## config.mk

```make
export PLATFORM = sky130hd
export DESIGN_NAME = div_issue_ctrl
export DESIGN_NICKNAME = d
export VERILOG_FILES = /design/src/rtl/div_issue_ctrl.sv
export SDC_FILE = /design/constraint.sdc
export NUM_CORES = 1
export LEC_CHECK = 0
export BUFFER_PORTS_ARGS = -buffer_cell sky130_fd_sc_hd__buf_2
export CAP_MARGIN = 5
export CORE_AREA = 2 2 108 110
export CTS_BUF_LIST = sky130_fd_sc_hd__clkbuf_8
export CTS_CLUSTER_DIAMETER = 50
export DETAILED_ROUTE_END_ITERATION = 8
export DIE_AREA = 0 0 110 112
export PLACE_DENSITY = 0.83
export SLEW_MARGIN = 10
export SYNTH_ARGS = -nofsm -noshare
export SYNTH_HDL_FRONTEND = slang
export SYNTH_SLANG_ARGS = --single-unit
```

## constraint.sdc

```tcl
create_clock -name clk -period 3.7 [get_ports clk]
set_input_delay 0.555 -clock clk [delete_from_list [all_inputs] [get_ports clk]]
set_output_delay 0.555 -clock clk [all_outputs]
set_load 0.01 [all_outputs]
```

## src/rtl/div_issue_ctrl.sv

```systemverilog
// div_issue_ctrl: issues DIV/DIVU from EX to the 32-iteration divider,
// stalls the pipeline while it runs and writes the 64-bit result to HI/LO.
// Optional build macro DIV_TIMEOUT_EN adds a TIMEOUT-cycle abort on a divider
// that never signals ready (pulses div_err_o, cancels, no HI/LO write).
`timescale 1ns/1ps
module div_issue_ctrl #(
    parameter int TIMEOUT = 64
) (
    input  logic        clk,
    input  logic        rst,
    input  logic        ex_div_valid_i,
    input  logic [5:0]  ex_op_i,
    input  logic [31:0] ex_opdata1_i,
    input  logic [31:0] ex_opdata2_i,
    input  logic        flush_i,
    input  logic        mem_stall_i,
    output logic        stall_req_o,
    output logic        busy_o,
    output logic [5:0]  div_op_o,
    output logic [31:0] div_opdata1_o,
    output logic [31:0] div_opdata2_o,
    output logic        div_start_o,
    output logic        div_annul_o,
    input  logic [63:0] div_result_i,
    input  logic        div_ready_i,
    output logic        hilo_we_o,
    output logic [31:0] hi_o,
    output logic [31:0] lo_o,
    output logic        div_err_o
);

    typedef enum logic [1:0] {IDLE, ISSUE, DONE, CANCEL} state_e;

    state_e      state_q, state_d;
    logic [5:0]  op_q, op_d;
    logic [31:0] opd1_q, opd1_d;
    logic [31:0] opd2_q, opd2_d;
    logic [31:0] hi_q, hi_d;
    logic [31:0] lo_q, lo_d;
    logic        accept;
    logic        timeout;

    // The abort counter is 7 bits wide, so TIMEOUT must fit in it.
    if (TIMEOUT < 1 || TIMEOUT > 128) begin : g_bad_timeout
        $error("div_issue_ctrl: TIMEOUT must be in 1..128");
    end

    // A new divide is only taken from IDLE; gating with rst keeps the
    // combinational stall request low while reset is asserted.
    assign accept = rst && (state_q == IDLE) && ex_div_valid_i && !flush_i;

`ifdef DIV_TIMEOUT_EN
    localparam logic [6:0] TIMEOUT_LAST = 7'(TIMEOUT - 1);

    logic [6:0] cnt_q, cnt_d;

    // Count cycles spent in ISSUE; restarts from zero on every entry.
    always_comb begin
        cnt_d = '0;
        if (state_q == ISSUE) begin
            cnt_d = cnt_q + 7'd1;
        end
    end

    // Abort counter register.
    always_ff @(posedge clk or negedge rst) begin
        if (!rst) begin
            cnt_q <= '0;
        end else begin
            cnt_q <= cnt_d;
        end
    end

    assign timeout = (state_q == ISSUE) && (cnt_q == TIMEOUT_LAST);
`else
    assign timeout = 1'b0;
`endif

    // Next state, latched operands/result and handshake outputs.
    always_comb begin
        state_d     = state_q;
        op_d        = op_q;
        opd1_d      = opd1_q;
        opd2_d      = opd2_q;
        hi_d        = hi_q;
        lo_d        = lo_q;
        stall_req_o = 1'b0;
        div_start_o = 1'b0;
        div_annul_o = 1'b0;
        hilo_we_o   = 1'b0;
        div_err_o   = 1'b0;
        case (state_q)
            IDLE: begin
                if (accept) begin
                    op_d        = ex_op_i;
                    opd1_d      = ex_opdata1_i;
                    opd2_d      = ex_opdata2_i;
                    stall_req_o = 1'b1;
                    state_d     = ISSUE;
                end
            end
            ISSUE: begin
                div_start_o = 1'b1;
                stall_req_o = 1'b1;
                // Flush wins over ready; ready wins over the timeout abort.
                if (flush_i) begin
                    state_d = CANCEL;
                end else if (div_ready_i) begin
                    hi_d    = div_result_i[63:32];
                    lo_d    = div_result_i[31:0];
                    state_d = DONE;
                end else if (timeout) begin
                    div_err_o = 1'b1;
                    state_d   = CANCEL;
                end
            end
            DONE: begin
                // Dropping start frees the divider; the write repeats while
                // MEM is stalled, which is harmless.
                hilo_we_o   = !flush_i;
                stall_req_o = mem_stall_i;
                if (!mem_stall_i || flush_i) begin
                    state_d = IDLE;
                end
            end
            CANCEL: begin
                // One annul cycle drives the divider out of run/end state
                // before any new start can be raised.
                div_annul_o = 1'b1;
                state_d     = IDLE;
            end
            default: begin
                state_d = IDLE;
            end
        endcase
    end

    // State, operand and result registers.
    always_ff @(posedge clk or negedge rst) begin
        if (!rst) begin
            state_q <= IDLE;
            op_q    <= '0;
            opd1_q  <= '0;
            opd2_q  <= '0;
            hi_q    <= '0;
            lo_q    <= '0;
        end else begin
            state_q <= state_d;
            op_q    <= op_d;
            opd1_q  <= opd1_d;
            opd2_q  <= opd2_d;
            hi_q    <= hi_d;
            lo_q    <= lo_d;
        end
    end

    assign busy_o        = (state_q != IDLE);
    assign div_op_o      = op_q;
    assign div_opdata1_o = opd1_q;
    assign div_opdata2_o = opd2_q;
    assign hi_o          = hi_q;
    assign lo_o          = lo_q;

endmodule
```

### Word level (Yosys, flattened, before mapping)

Index checks and enable logic that the tools add are counted.

* flip-flop bits (word level): 136
* input port bits: 140
* output and inout port bits: 140
* word-level logic and storage cells: 34

* equal/unequal tests: 6
* multiplexer cells: 10
* bitwise gates (word level): 1
* reduce and logical (&&, ||, !) cells: 11

Operators by type and width (count)
* 2-bit two-way mux: 4
* 2-bit one-hot mux with 4 select lines: 1
* 3-bit AND reduction: 2
* 2-bit == test, second input constant: 2
* 1-bit two-way mux: 4
* 2-bit inequality test, second input constant: 2
* 1-bit logical AND: 3
* 3-bit inequality test, second input constant: 1
* 1-bit one-hot mux with 3 select lines: 1
* 2-bit by 1-bit == test with 1-bit output, second input constant: 1
* 1-bit zero test: 2
* 2-bit zero test: 1
* 2-bit AND reduction: 1
* 2-bit nonzero test: 1
* 1-bit logical OR: 1
* 1-bit NOT: 1

### Depth between registers and ports, before layout

* word-level depth: 6
* mapped depth: 5
* depth with buffers taken out: 3

### Least setup slack after synthesis

Ideal clock, no wire load.

* kind: input port to output port
* from: input flush_i
* to: output stall_req_o
* arrival: 1.350 ns
* data required time: 3.145 ns
* slack: 1.795 ns
* stages on the path: 4
* buffers on the path: 1
* cells stage by stage: nor2_1 > and4b_1 > buf_2 > or3_1

* word-level cells in the longest chain between the ends: 4

RTL lines
* start: declaration: RTL line 15 `input logic flush_i,`
* 1-bit zero test: RTL line 50 `assign accept = rst && (state_q == IDLE) && ex_div_valid_i && !flush_i;`
* 1-bit logical AND: RTL line 50
* 1-bit two-way mux: RTL line 94 `if (accept) begin`
* 1-bit one-hot mux with 3 select lines: RTL line 92 `case (state_q)`
* end: declaration: RTL line 17 `output logic stall_req_o,`

Every way passes these cells.

### Worst setup path in the final report

* from: register state_q[0]
* to: output stall_req_o

* word-level cells in the longest chain between the ends: 6
* elaborated cells on any way between the ends: 8
* those cells by class: 2 x eq/ne; 2 x mux; 4 x reduce/logical

RTL lines
* start: declaration: RTL line 34 `state_e state_q, state_d;`
* start signal: assignment: RTL line 148 `state_q <= state_d;`
* 2-bit zero test: RTL line 50, 92
* 1-bit logical AND (3 in series): RTL line 50
* 1-bit two-way mux: RTL line 94
* 1-bit one-hot mux with 3 select lines (*): RTL line 92

Mark *: on every way between the ends. The rest lies on a longest branch, timed or not.

==> metrics.yaml <==
power_switching_w: 0.00182
gp_congestion: 0.755
path_clk_slew_ns: 0.07
fin_setup_tns_ns: 0
track_usage_pct: 19.4
cts_root_buffer: "clkbuf_8"
instances_no_fill: 741
synthArstFlopShare_pct: 100
cts_buffers: 17
cp-startpoint: "state_q[0]"
cp_slowest_stage_delay_ns: 0.45
rows: 39
wire_per_inst_um: 16.0
ant_nets: 0
place_hpwl_mm: 9.18
drc: 0
io_pins: 280
die-area_sq_um: 12300
clock_skew_ns: 0.00868
mappedNetlistArea_sq_um: 5150
relSlewSlack_pct: 40.6
layout.nets: 728
cp.arrival_ns: 1.69
ys_seq_area_share_pct: 66.1
firstDrtPassIters: 4
grt_max_degree: 76
die_w_um: 110
rr_startpoint: "state_q[1]"
synth_cell_types: 18
finalHoldViolations: 0
clock_path_buffers: 2
endpoint_kind: "primary output"
p_leak_nw: 3.54
fill_cells: 839
synth.area.top_cells: "dfrtp_1 (66%), mux2_1 (16%), mux2_2 (13%), buf_6 (1.5%), buf_4 (1.0%)"
synth-seq-cells: 136
syn_avg_cell_area_sq_um: 17.1
synthCells: 302
globalRouteOverflowTotal: 0
power_density_nw_per_um2: 791
worst_slew_pin_slew_ns: 0.891
h-tree-depth: 4
drtIter0Drc: 99
cts_tree: "yes"
netlist_top_cells_count: "dfrtp_1 (136), mux2_1 (75), mux2_2 (59)"
area_delta_synth_final_pct: 34.4
ys.flop_type: "dfrtp_1"
slowest_stage: "dfrtp_1"
grt_pass1_vias: 3791
cp_num_buf_inv: 1
max_cap_violations: 0
p_seq_share_pct: 46.6
crit_family: "simple AND/OR/NAND/NOR gates"
period_needed_ns: 2.25
ir_drop_mv: 0.429
yosys_warnings: 0
cts.sinks: 136
postCtsSetupBuffers: 0
die_h_um: 112
maxSlewViolCount: 0
yosys.area.top_type: "dfrtp_1"
cts_resized: 0
synth_edf_count: 0
portBuffers: 278
cp.depth: 4
synth_nets: 442
status: "completed"
clkPwrFrac_pct: 17.7
hold_buffers: 0
num_antenna_cells: 0
power.total_w: 0.00548
start_util_pct: 46.1
power_frac_comb_pct: 35.6
clk_latency_ns: 0.42
p_int_w: 0.00366
setup_violations: 0
crit_required_ns: 3.14
crit_type: "register to primary output"
reg2reg_slack_ns: 1.54
grt_pass1_wl_mm: 18.0
coreArea_sq_um: 11200
switching_share_pct: 33.2
rsz0062_at_grt: "no"
yosysTopAreaCellShare_pct: 66.1
hold_path_class: "input pin to asynchronous set/reset pin"
routed_wl_mm: 11.9
drive_gt1_share_pct: 61.5
antenna_found_initial: 0
vias: 3537
avgViaCountPerCell: 4.77
period_share_pct: 60.8
fmax_mhz: 445
worstSetupStartpointType: "register"
r2r_cells: 4
placed_cells: 712
path_cells: "nor2_1 > and4b_2 > or3_1 > buf_2"
cp_max_fo: 7
synth_most_common_cell: "dfrtp_1"
sequential cells by signal, summed over array words and instances (netlist names):
name and count:
div_op_o 6, div_opdata2_o 32, state_q 2, hi_o 32
lo_o 32, div_opdata1_o 32
cell families (layout without fill, tap and decap cells):
family / count (synthesis) / in the layout / share of synthesized area [%]
DFF: 136 / 136 / 66.1
other: 1 / 1 / 0.0728
buffers and inverters: 16 / 312 / 2.72
and+or+nand+nor: 13 / 13 / 1.51
AOI/OAI and AO/OA: 2 / 2 / 0.340
muxes: 134 / 134 / 29.3
cell type report:
cell class	instances	area (sq um)	share of cell area [%]
sequential	136	3400	49.2
multi-input combinational	150	1610	23.2
timing repair buffer	282	1420	20.6
clock buffer	19	262	3.78
tap	143	179	2.58
clock inverter	10	43.8	0.632
inverter	1	3.75	0.0542
worst reg2reg max path, stage by stage, from the launching register on:
cell and delay (ns):
dfrtp_1 0.44, nand2b_1 0.25, nor2_4 0.32, buf_4 0.60
mux2_2 0.43
power by group through the flow:
stage | logic, W | clock network [W] | registers (W)
finish | 0.00195 | 0.000972 | 0.00255
floorplan | 0.000644 | 0 | 0.00289
CTS | 0.00199 | 0.00101 | 0.00256
global route | 0.00213 | 0.00107 | 0.00265
detailed placement | 0.00199 | 0 | 0.00258
global placement | 0.00191 | 0 | 0.00253
cells in the final DEF (no fill, tap or decap):
master / instances
buf_2: 277
nor2_1: 4
nor2_4: 1
or3_1: 1
o32ai_1: 1
or2_2: 1
nand2b_1: 2
buf_4: 5
dfrtp_1: 136
conb_1: 1
mux2_1: 75
and2_1: 2
a32oi_1: 1
clkbuf_8: 19
inv_1: 6
and4b_2: 1
clkinv_2: 5
mux2_2: 59
nand2_1: 1
final timing paths:
path,end
worst max-delay path,stall_req_o
worst min-delay path,hi_o[16]
worst max register to register,lo_o[15]
worst min register to register,div_opdata2_o[2]
max in group asynchronous,div_opdata1_o[17]
min in group clk,div_opdata2_o[25]
metal layers:
metal / up-vias / global-route usage [%] / wire length [um]
li1: 1632 / - / -
met1: 1716 / 20.1 / 4260
met2: 177 / 34.8 / 6230
met3: 12 / 7.26 / 1240
met4: 0 / 7.59 / 146
met5: - / 0 / 0
through the flow:
| stage | hold WS, ns | setup WS [ns] | util (%) | instance area (sq um) |
|---|---|---|---|---|
| finish | 0.332 | 1.45 | 62.0 | 6920 |
| global route | 0.325 | 1.35 | 62.0 | 6920 |
| CTS | 0.325 | 1.42 | 62.0 | 6920 |
| detailed placement | 0.469 | 1.34 | 59.2 | 6620 |
| global placement | 0.462 | 1.45 | 59.2 | 6620 |
| floorplan | 0.259 | 1.80 | - | 5150 |
Note: power is estimated with default switching activity, not from simulation.
